`config.mk`:
```
export PLATFORM = sky130hd
export DESIGN_NAME = rr_mux_4to1
export DESIGN_NICKNAME = d
export VERILOG_FILES = /design/src/rtl/rr_mux_4to1_pkg.sv /design/src/rtl/rr_arb4.sv /design/src/rtl/rr_mux_4to1.sv
export SDC_FILE = /design/constraint.sdc
export NUM_CORES = 1
export LEC_CHECK = 0
export ABC_AREA = 1
export BUFFER_PORTS_ARGS = -buffer_cell sky130_fd_sc_hd__buf_2
export CORE_MARGIN = 3
export CORE_UTILIZATION = 40
export CTS_CLUSTER_DIAMETER = 60
export DETAILED_ROUTE_END_ITERATION = 7
export GPL_ROUTABILITY_DRIVEN = 0
export GPL_TIMING_DRIVEN = 0
export HOLD_SLACK_MARGIN = 0.12
export PLACE_DENSITY = 0.7
export SYNTH_ARGS = -nofsm -noshare
export SYNTH_HDL_FRONTEND = slang
export SYNTH_HIERARCHICAL = 1
export SYNTH_SLANG_ARGS = --single-unit
```
`constraint.sdc`:
```
create_clock -name clk -period 2.5 [get_ports clk]
set_input_delay 0 -clock clk [delete_from_list [all_inputs] [get_ports clk]]
set_output_delay 0 -clock clk [all_outputs]
set_load 0.02 [all_outputs]
```
`src/rtl/rr_mux_4to1_pkg.sv`:
```
// Shared constants and arbiter state type for the four-way round-robin merge.
package rr_mux_4to1_pkg;

  localparam int unsigned NCH  = 4;
  localparam int unsigned SELW = 2;

  typedef enum logic {
    ARB,
    LOCK
  } arb_state_t;

endpackage

```
`src/rtl/rr_arb4.sv`:
```
// Combinational round-robin picker: first requester at or after ptr, modulo NCH.
module rr_arb4
  import rr_mux_4to1_pkg::*;
(
  input  logic [NCH-1:0]  req,
  input  logic [SELW-1:0] ptr,
  output logic [NCH-1:0]  gnt,
  output logic [SELW-1:0] idx
);

  logic            found;
  logic [SELW-1:0] k;

  always_comb begin
    gnt   = '0;
    idx   = '0;
    found = 1'b0;
    k     = '0;
    for (int unsigned i = 0; i < NCH; i++) begin
      k = ptr + SELW'(i);
      if (!found && req[k]) begin
        found  = 1'b1;
        gnt[k] = 1'b1;
        idx    = k;
      end
    end
  end

endmodule

```
`src/rtl/rr_mux_4to1.sv`:
```
// Four-input round-robin merge with registered output and source index.
// Define RR_MUX_LAST_EN to add in_last/out_last and packet locking.
module rr_mux_4to1
  import rr_mux_4to1_pkg::*;
#(
  parameter int unsigned WIDTH = 8
) (
  input  logic                 clk,
  input  logic                 rst,
  input  logic [NCH-1:0]       in_valid,
  input  logic [NCH*WIDTH-1:0] in_data,
`ifdef RR_MUX_LAST_EN
  input  logic [NCH-1:0]       in_last,
  output logic                 out_last,
`endif
  output logic [NCH-1:0]       in_ready,
  output logic                 out_valid,
  output logic [WIDTH-1:0]     out_data,
  output logic [SELW-1:0]      out_sel,
  input  logic                 out_ready
);

  arb_state_t      state;
  logic [SELW-1:0] ptr;
  logic [SELW-1:0] lock_ch;
  logic            free;
  logic            xfer;
  logic [NCH-1:0]  req;
  logic [NCH-1:0]  gnt;
  logic [SELW-1:0] gnt_idx;
  logic [WIDTH-1:0] ch_data [NCH];

  for (genvar c = 0; c < NCH; c++) begin : g_split
    assign ch_data[c] = in_data[c*WIDTH +: WIDTH];
  end

  assign free = !out_valid || out_ready;

  // While locked, only the owning channel may request; ptr is ignored for
  // the search result since at most one bit survives the mask.
  always_comb begin
    req = in_valid;
    if (state == LOCK) req = in_valid & (NCH'(1) << lock_ch);
  end

  rr_arb4 u_arb (
    .req (req),
    .ptr (ptr),
    .gnt (gnt),
    .idx (gnt_idx)
  );

  assign in_ready = (rst || !free) ? '0 : gnt;
  assign xfer     = |in_ready;

  always_ff @(posedge clk) begin
    if (rst) begin
      out_valid <= 1'b0;
      out_data  <= '0;
      out_sel   <= '0;
      ptr       <= '0;
      lock_ch   <= '0;
      state     <= ARB;
`ifdef RR_MUX_LAST_EN
      out_last  <= 1'b0;
`endif
    end else if (xfer) begin
      out_valid <= 1'b1;
      out_data  <= ch_data[gnt_idx];
      out_sel   <= gnt_idx;
      ptr       <= gnt_idx + 1'b1;
      lock_ch   <= gnt_idx;
`ifdef RR_MUX_LAST_EN
      out_last  <= in_last[gnt_idx];
      state     <= in_last[gnt_idx] ? ARB : LOCK;
`else
      state     <= ARB;
`endif
    end else if (out_ready) begin
      out_valid <= 1'b0;
    end
  end

endmodule

```
==> results.toml, run 1 <==
[logic_synthesis]
ys_types = 28
synth_nets = 270
netlist_instances = 226
syn_area_um2 = 1430
muxShareOfSynthArea_pct = 0
synthXorXnorAreaFrac_pct = 0.611
synth-adder-area-share_pct = 4.36
ys_seq_area_share_pct = 18.2
synth-simple-area-share_pct = 46.9
synthDominantCellAreaShare_pct = 18.2
syn_area_per_cell_um2 = 6.34
yosys.area.top_type = "dfxtp_1"
synthTopCellsByArea = "dfxtp_1, nor2_1, nand2_1, nand3_1, a21oi_1"
synth_top_family_by_area = "simple AND/OR/NAND/NOR gates"
ys_warn_count = 6
synth-seq-cells = 13
synth_compound_area_share_pct = 15.6

[final_layout]
fin_util_pct = 59.1
register_area_um2 = 268
most-common-layout-cells = "buf_2, nor2_1, nand2_1"
area_growth_pct = 39.7
multi_input_area_um2 = 996
diodes = 0
finalNetCount = 347
layout_commonest_cell = "buf_2"
fillers = 317
drive_above_1_share_pct = 34.1

[die]
io_pins = 54
rows = 21
initial_core_util_pct = 42.3
fp.dieArea_um2 = 4340
dieWidth_um = 65.9
core_um2 = 3390
die_y_um = 65.9

[drt]
drc_errors = 0
wl_um = 3940
postRouteAntennaNets = 0
drt_iter0_markers = 97
viasPerCell = 4.81
detail_route.wl_per_cell_um = 11.3
drt-pass1-iter-count = 4
via_count = 1674

[sta]
fin_crit_ps = 2290
worst_slew_pin_slew_ps = 447
tns_ps = 0
hold_viol = 0
report.final.slew_viol_count = 0
finalCritPeriodShare_pct = 91.7
rsz0062_at_grt = "no"
fmax_mhz = 436
setup_viol = 0
slew_headroom_pct = 70.2
fin_worst_skew_ps = 2.47

[cts]
cts.clk_slew.worst_paths_ps = 80
cts_sinks = 13
clockRootBuffer = "clkbuf_4"
cts_tree = "built"
cts_buffer_depth = 2
cts-buffers-inserted = 3
clk_latency_ps = 280
h-tree-depth = 1

[power_and_ir_drop]
power.total_mw = 2.54
power_leakage_nw = 1.02
powerDensity_nw_per_um2 = 1270
ir_worst_vdd_v = 0.000664

[worst_setup_path]
crit_arrival_ps = 2470
crit_chain = "clkinvlp_4 > ha_4 > inv_2 > nand3_1 > nand2_2 > nand3_1 > nor2_2 > nor2_1 > nor2_2 > buf_6 > inv_4 > buf_12 > o21ai_1 > nand2_1 > a21oi_1 > nor2_1"
crit_path_end_kind = "flip-flop"
crit_fanout = 10
max_stage_delay_ps = 410
startpoint_type = "flip-flop"
rrSetupSlack_ps = 210
slowest_stage = "dfxtp_4"
path_class = "flip-flop to flip-flop"
worstPathRequired_ps = 2680

[run_status]
status = "finished, final reports clean"

[grt]
antenna_found_initial = 0
met1_usage_pct = 21.1
grt_max_degree = 12
met3_usage_pct = 2.89
gr-total-overflow = 0
grt_pass1_wl_um = 6520
grt_pass1_vias = 1584
busiest_layer = "met2"
use_met2_pct = 36.9
track_usage_pct = 19.0

[job]
maxCapViolations = 0

[placed_design]
dp_hpwl_um = 2810
port-buffer-count = 53

[worst_hold_path]
hold_class = "primary input to flip-flop"
==> state kept, by name, summed over array words and instances (netlist names) <==
register / cells
out_data: 8
lock_ch: 2
ptr: 2
out_valid: 1
==> worst max-delay path, delay by kind of cell (launching register included) <==
kind                     cells  cell delay [ps]
AND/OR/NAND/NOR              8              680
buffers and inverters        5              560
flip-flops                   1              410
AO/OA/AOI/OAI                2              280
adder cells (fa/ha/maj)      1              250
==> cells by family (layout without fill, tap and decap cells) <==
group                      Yosys count  count (layout)
buffers and inverters               30             106
adders and majority gates            5               5
AOI/OAI and AO/OA                   39              39
DFF                                 13              13
xor gates and xnor gates             1               1
and+or+nand+nor                    138             138
==> cells in the mapped netlist (all sizes together) <==
cell type  count
a21oi         15
bufinv         1
nand3b         8
dfxtp         13
o21ai         18
a21boi         4
nand3         27
o211ai         2
nand2         48
clkbuf         1
buf            9
nor2          55
inv           19
ha             5
xnor2          1
==> where the power goes <==
| part | switching, mW | internal, mW |
|---|---|---|
| registers | 0.0572 | 0.289 |
| logic | 1.18 | 0.876 |
| clock network | 0.0693 | 0.0619 |
==> area by class of cell <==
| cell class | count | area share [%] |
|---|---|---|
| Buffer | 9 | 4.87 |
| Clock buffer | 4 | 1.31 |
| Inverter | 20 | 5.00 |
| Multi-Input combinational cell | 183 | 49.7 |
| Sequential cell | 13 | 13.4 |
| Tap cell | 46 | 2.87 |
| Timing Repair Buffer | 73 | 22.9 |
==> stage by stage <==
stage | setup slack, ps | hold slack, ps | area (um^2) | cells
after floorplan | 208 | 69.1 | 1430 | 226
after global placement | -222 | 211 | 1760 | 325
after detailed placement | -186 | 207 | 1760 | 325
after CTS | 79.6 | 135 | 1980 | 347
after global routing | 0.578 | 164 | 2000 | 348
final | 207 | 132 | 2000 | 348
==> timing repair <==
| item | in CTS | in global routing |
|---|---|---|
| endpoints found under the hold margin | 10 | 0 |
| hold buffers | 17 | 0 |
| resized for setup | 4 | 8 |
| endpoints found under the setup margin | 9 | 8 |
| setup buffers | 1 | 2 |
| pin swaps | 1 | 3 |
==> path summary, 6_finish.rpt <==
| path | depth (start not counted) | endpoint | startpoint |
|---|---|---|---|
| worst min register to register | 2 | lock_ch[0]$_SDFFE_PP0P_ | lock_ch[0]$_SDFFE_PP0P_ |
| worst max-delay path | 16 | out_data[3]$_SDFFE_PP0P_ | ptr[1]$_SDFFE_PP0P_ |
| worst max register to register | 16 | out_data[3]$_SDFFE_PP0P_ | ptr[1]$_SDFFE_PP0P_ |
| worst min-delay path | 6 | out_valid$_SDFFE_PP0P_ | out_ready |
==> routing by layer <==
| layer | vias to the layer above | wire (um) |
|---|---|---|
| met5 | - | 0 |
| met4 | 0 | 40 |
| met3 | 6 | 158 |
| met2 | 50 | 2080 |
| met1 | 738 | 1660 |
| li1 | 880 | - |
(Power assumes the default switching activity.)
==> run 2, diff against run 1 <==
Settings changed: ABC_AREA 1 to not set, GPL_ROUTABILITY_DRIVEN 0 to 1, PLACE_DENSITY 0.7 to 0.73.
==> run 2 against run 1 <==
The run now ends with setup timing left. Area after synthesis decreased by 16%. Clock power hardly changed. Wire length decreased by 6.5%. First-iteration DRC count is 27% lower. Critical path depth decreased by 7. Critical endpoint is now out_data[5]$_SDFFE_PP0P_. Largest cell class unchanged. Largest power group unchanged.
==> results.toml, run 2 <==
[power_and_ir_drop]
power.total_mw = 2.72
power_leakage_nw = 0.824
ir_worst_vdd_v = 0.000793
powerDensity_nw_per_um2 = 1470

[drt]
postRouteAntennaNets = 0
drt-pass1-iter-count = 4
drt_iter0_markers = 71
via_count = 1296
detail_route.wl_per_cell_um = 16.4
viasPerCell = 5.76
drc_errors = 0
wl_um = 3680

[worst_setup_path]
worstPathRequired_ps = 2670
crit_path_end_kind = "flip-flop"
startpoint_type = "flip-flop"
crit_arrival_ps = 2850
crit_fanout = 6
path_class = "flip-flop to flip-flop"

[logic_synthesis]
yosys.area.top_type = "mux4_2"
ys_types = 36
synthDominantCellAreaShare_pct = 22.3
syn_area_per_cell_um2 = 9.84
syn_area_um2 = 1210
ys_seq_area_share_pct = 21.5
synth_nets = 167
synthArstFlopShare_pct = 0
synth_edf_count = 0
netlist_instances = 123
synthTopCellsByArea = "mux4_2, dfxtp_1, o211ai_1, ha_1, nand4_1"
synth_commonest_cells = "dfxtp_1, nand2_1, mux4_2, nand4_1, o211ai_1"
synth_ff_type = "dfxtp_1"
ys_warn_count = 6
synth-seq-cells = 13

[die]
io_pins = 54
dieWidth_um = 61.0
fp.dieArea_um2 = 3720
rows = 19
core_um2 = 2830
initial_core_util_pct = 42.8
die_y_um = 61.0

[grt]
grt_pass1_vias = 1310
antenna_found_initial = 0
track_usage_pct = 21.2
grt_max_degree = 11
grt_pass1_wl_um = 5910
gr-total-overflow = 0

[cts]
cts_sinks = 13
cts_buffer_depth = 2
clockRootBuffer = "clkbuf_4"
h-tree-depth = 1
cts_tree = "built"
cts.clk_slew.worst_paths_ps = 80
cts-buffers-inserted = 3
clk_latency_ps = 280

[run_status]
status = "finished with violations"
violations = "setup timing"

[final_layout]
area_growth_pct = 53.7
most-common-layout-cells = "buf_2, buf_4, nand2_1"
regMostFlops = "out_data"
largest_register_ffs = 8
reg.largest.list = "out_data (8), lock_ch (2), ptr (2)"
finalNetCount = 239
drive_above_1_share_pct = 55.2
fin_util_pct = 65.7
diodes = 0
layout_commonest_cell = "buf_2"

[placed_design]
dp_hpwl_um = 2730
gp_congestion = 0.760
port-buffer-count = 52

[sta]
worst_slew_pin_slew_ps = 417
report.final.slew_viol_count = 0
finalCritPeriodShare_pct = 107
hold_viol = 0
rsz0062_at_grt = "yes"
fin_crit_ps = 2680
layout_setup_ws_ps = -182
fmax_mhz = 373
setup_viol = 13
whs_ps = 155
slew_headroom_pct = 72.2
fin_worst_skew_ps = 4.43

[worst_hold_path]
hold_class = "primary input to flip-flop"

[job]
maxCapViolations = 0
## run 2: what timing repair did
item                       CTS  global route
setup endpoints to repair   17            17
resized for setup           14            19
buffers inserted            10             3
hold endpoints to repair     4             0
hold buffers                 1             0
pin swaps                    9             8
cloned                       2             0
## run 2: area by class of cell
class                      count  area [um^2]
sequential                    13          268
buffer                        10         67.6
tap                           31         38.8
timing repair buffer          68          414
fill                         244          970
multi-input combinational     95         1020
clock buffer                   4         26.3
inverter                       4         20.0
## run 2: metrics by stage
step | cells | setup TNS [ps] | setup WS [ps] | instance area (um^2)
2_1_floorplan | 123 | -1040 | -102 | 1250
3_3_place_gp | 206 | -3820 | -341 | 1550
3_5_place_dp | 206 | -5070 | -459 | 1550
4_1_cts | 223 | -2170 | -188 | 1750
5_1_grt | 225 | -3150 | -255 | 1860
6_report | 225 | -1900 | -182 | 1860
## run 2: critical path, stage by stage, from the launching register on
cell and delay (ps):
dfxtp_4 420, buf_4 150, mux4_2 510, buf_6 160, a221oi_2 350, o2bb2ai_4 130, or4_4 520, buf_6 160
nand4_1 110, nand2_1 60
## run 2: routing by layer
metal	vias up	global-route usage, %	part of all wire, %
li1	633	-	-
met1	618	24.8	40
met2	37	40.3	55
met3	8	0.638	2.7
met4	0	8.67	2.3
met5	-	0	0
## run 2: cells by family (layout without fill, tap and decap cells)
kind of cell	after synthesis	in the layout	share of synthesized area, %
and+or+nand+nor	45	45	22.8
AOI/OAI and AO/OA	30	30	19.4
buffers and inverters	15	86	6.31
muxes	14	14	24.1
DFF	13	13	21.5
adders and majority gates	5	5	5.17
xor gates and xnor gates	1	1	0.724
## run 2: power breakdown
part	switching, mW	internal (mW)	leakage [nW]
logic	1.13	1.11	0.700
registers	0.0561	0.297	0.109
clock network	0.0670	0.0619	0.0150
total	1.26	1.47	0.824
## run 2: worst paths after layout
| path | start | to | slack [ps] | depth (start not counted) |
|---|---|---|---|---|
| max | ptr[0]$_SDFFE_PP0P_ | out_data[5]$_SDFFE_PP0P_ | -180 | 9 |
| min | rst | lock_ch[0]$_SDFFE_PP0P_ | 160 | 3 |
| max reg2reg | ptr[0]$_SDFFE_PP0P_ | out_data[5]$_SDFFE_PP0P_ | -180 | 9 |
| min reg2reg | lock_ch[0]$_SDFFE_PP0P_ | lock_ch[0]$_SDFFE_PP0P_ | 480 | 2 |
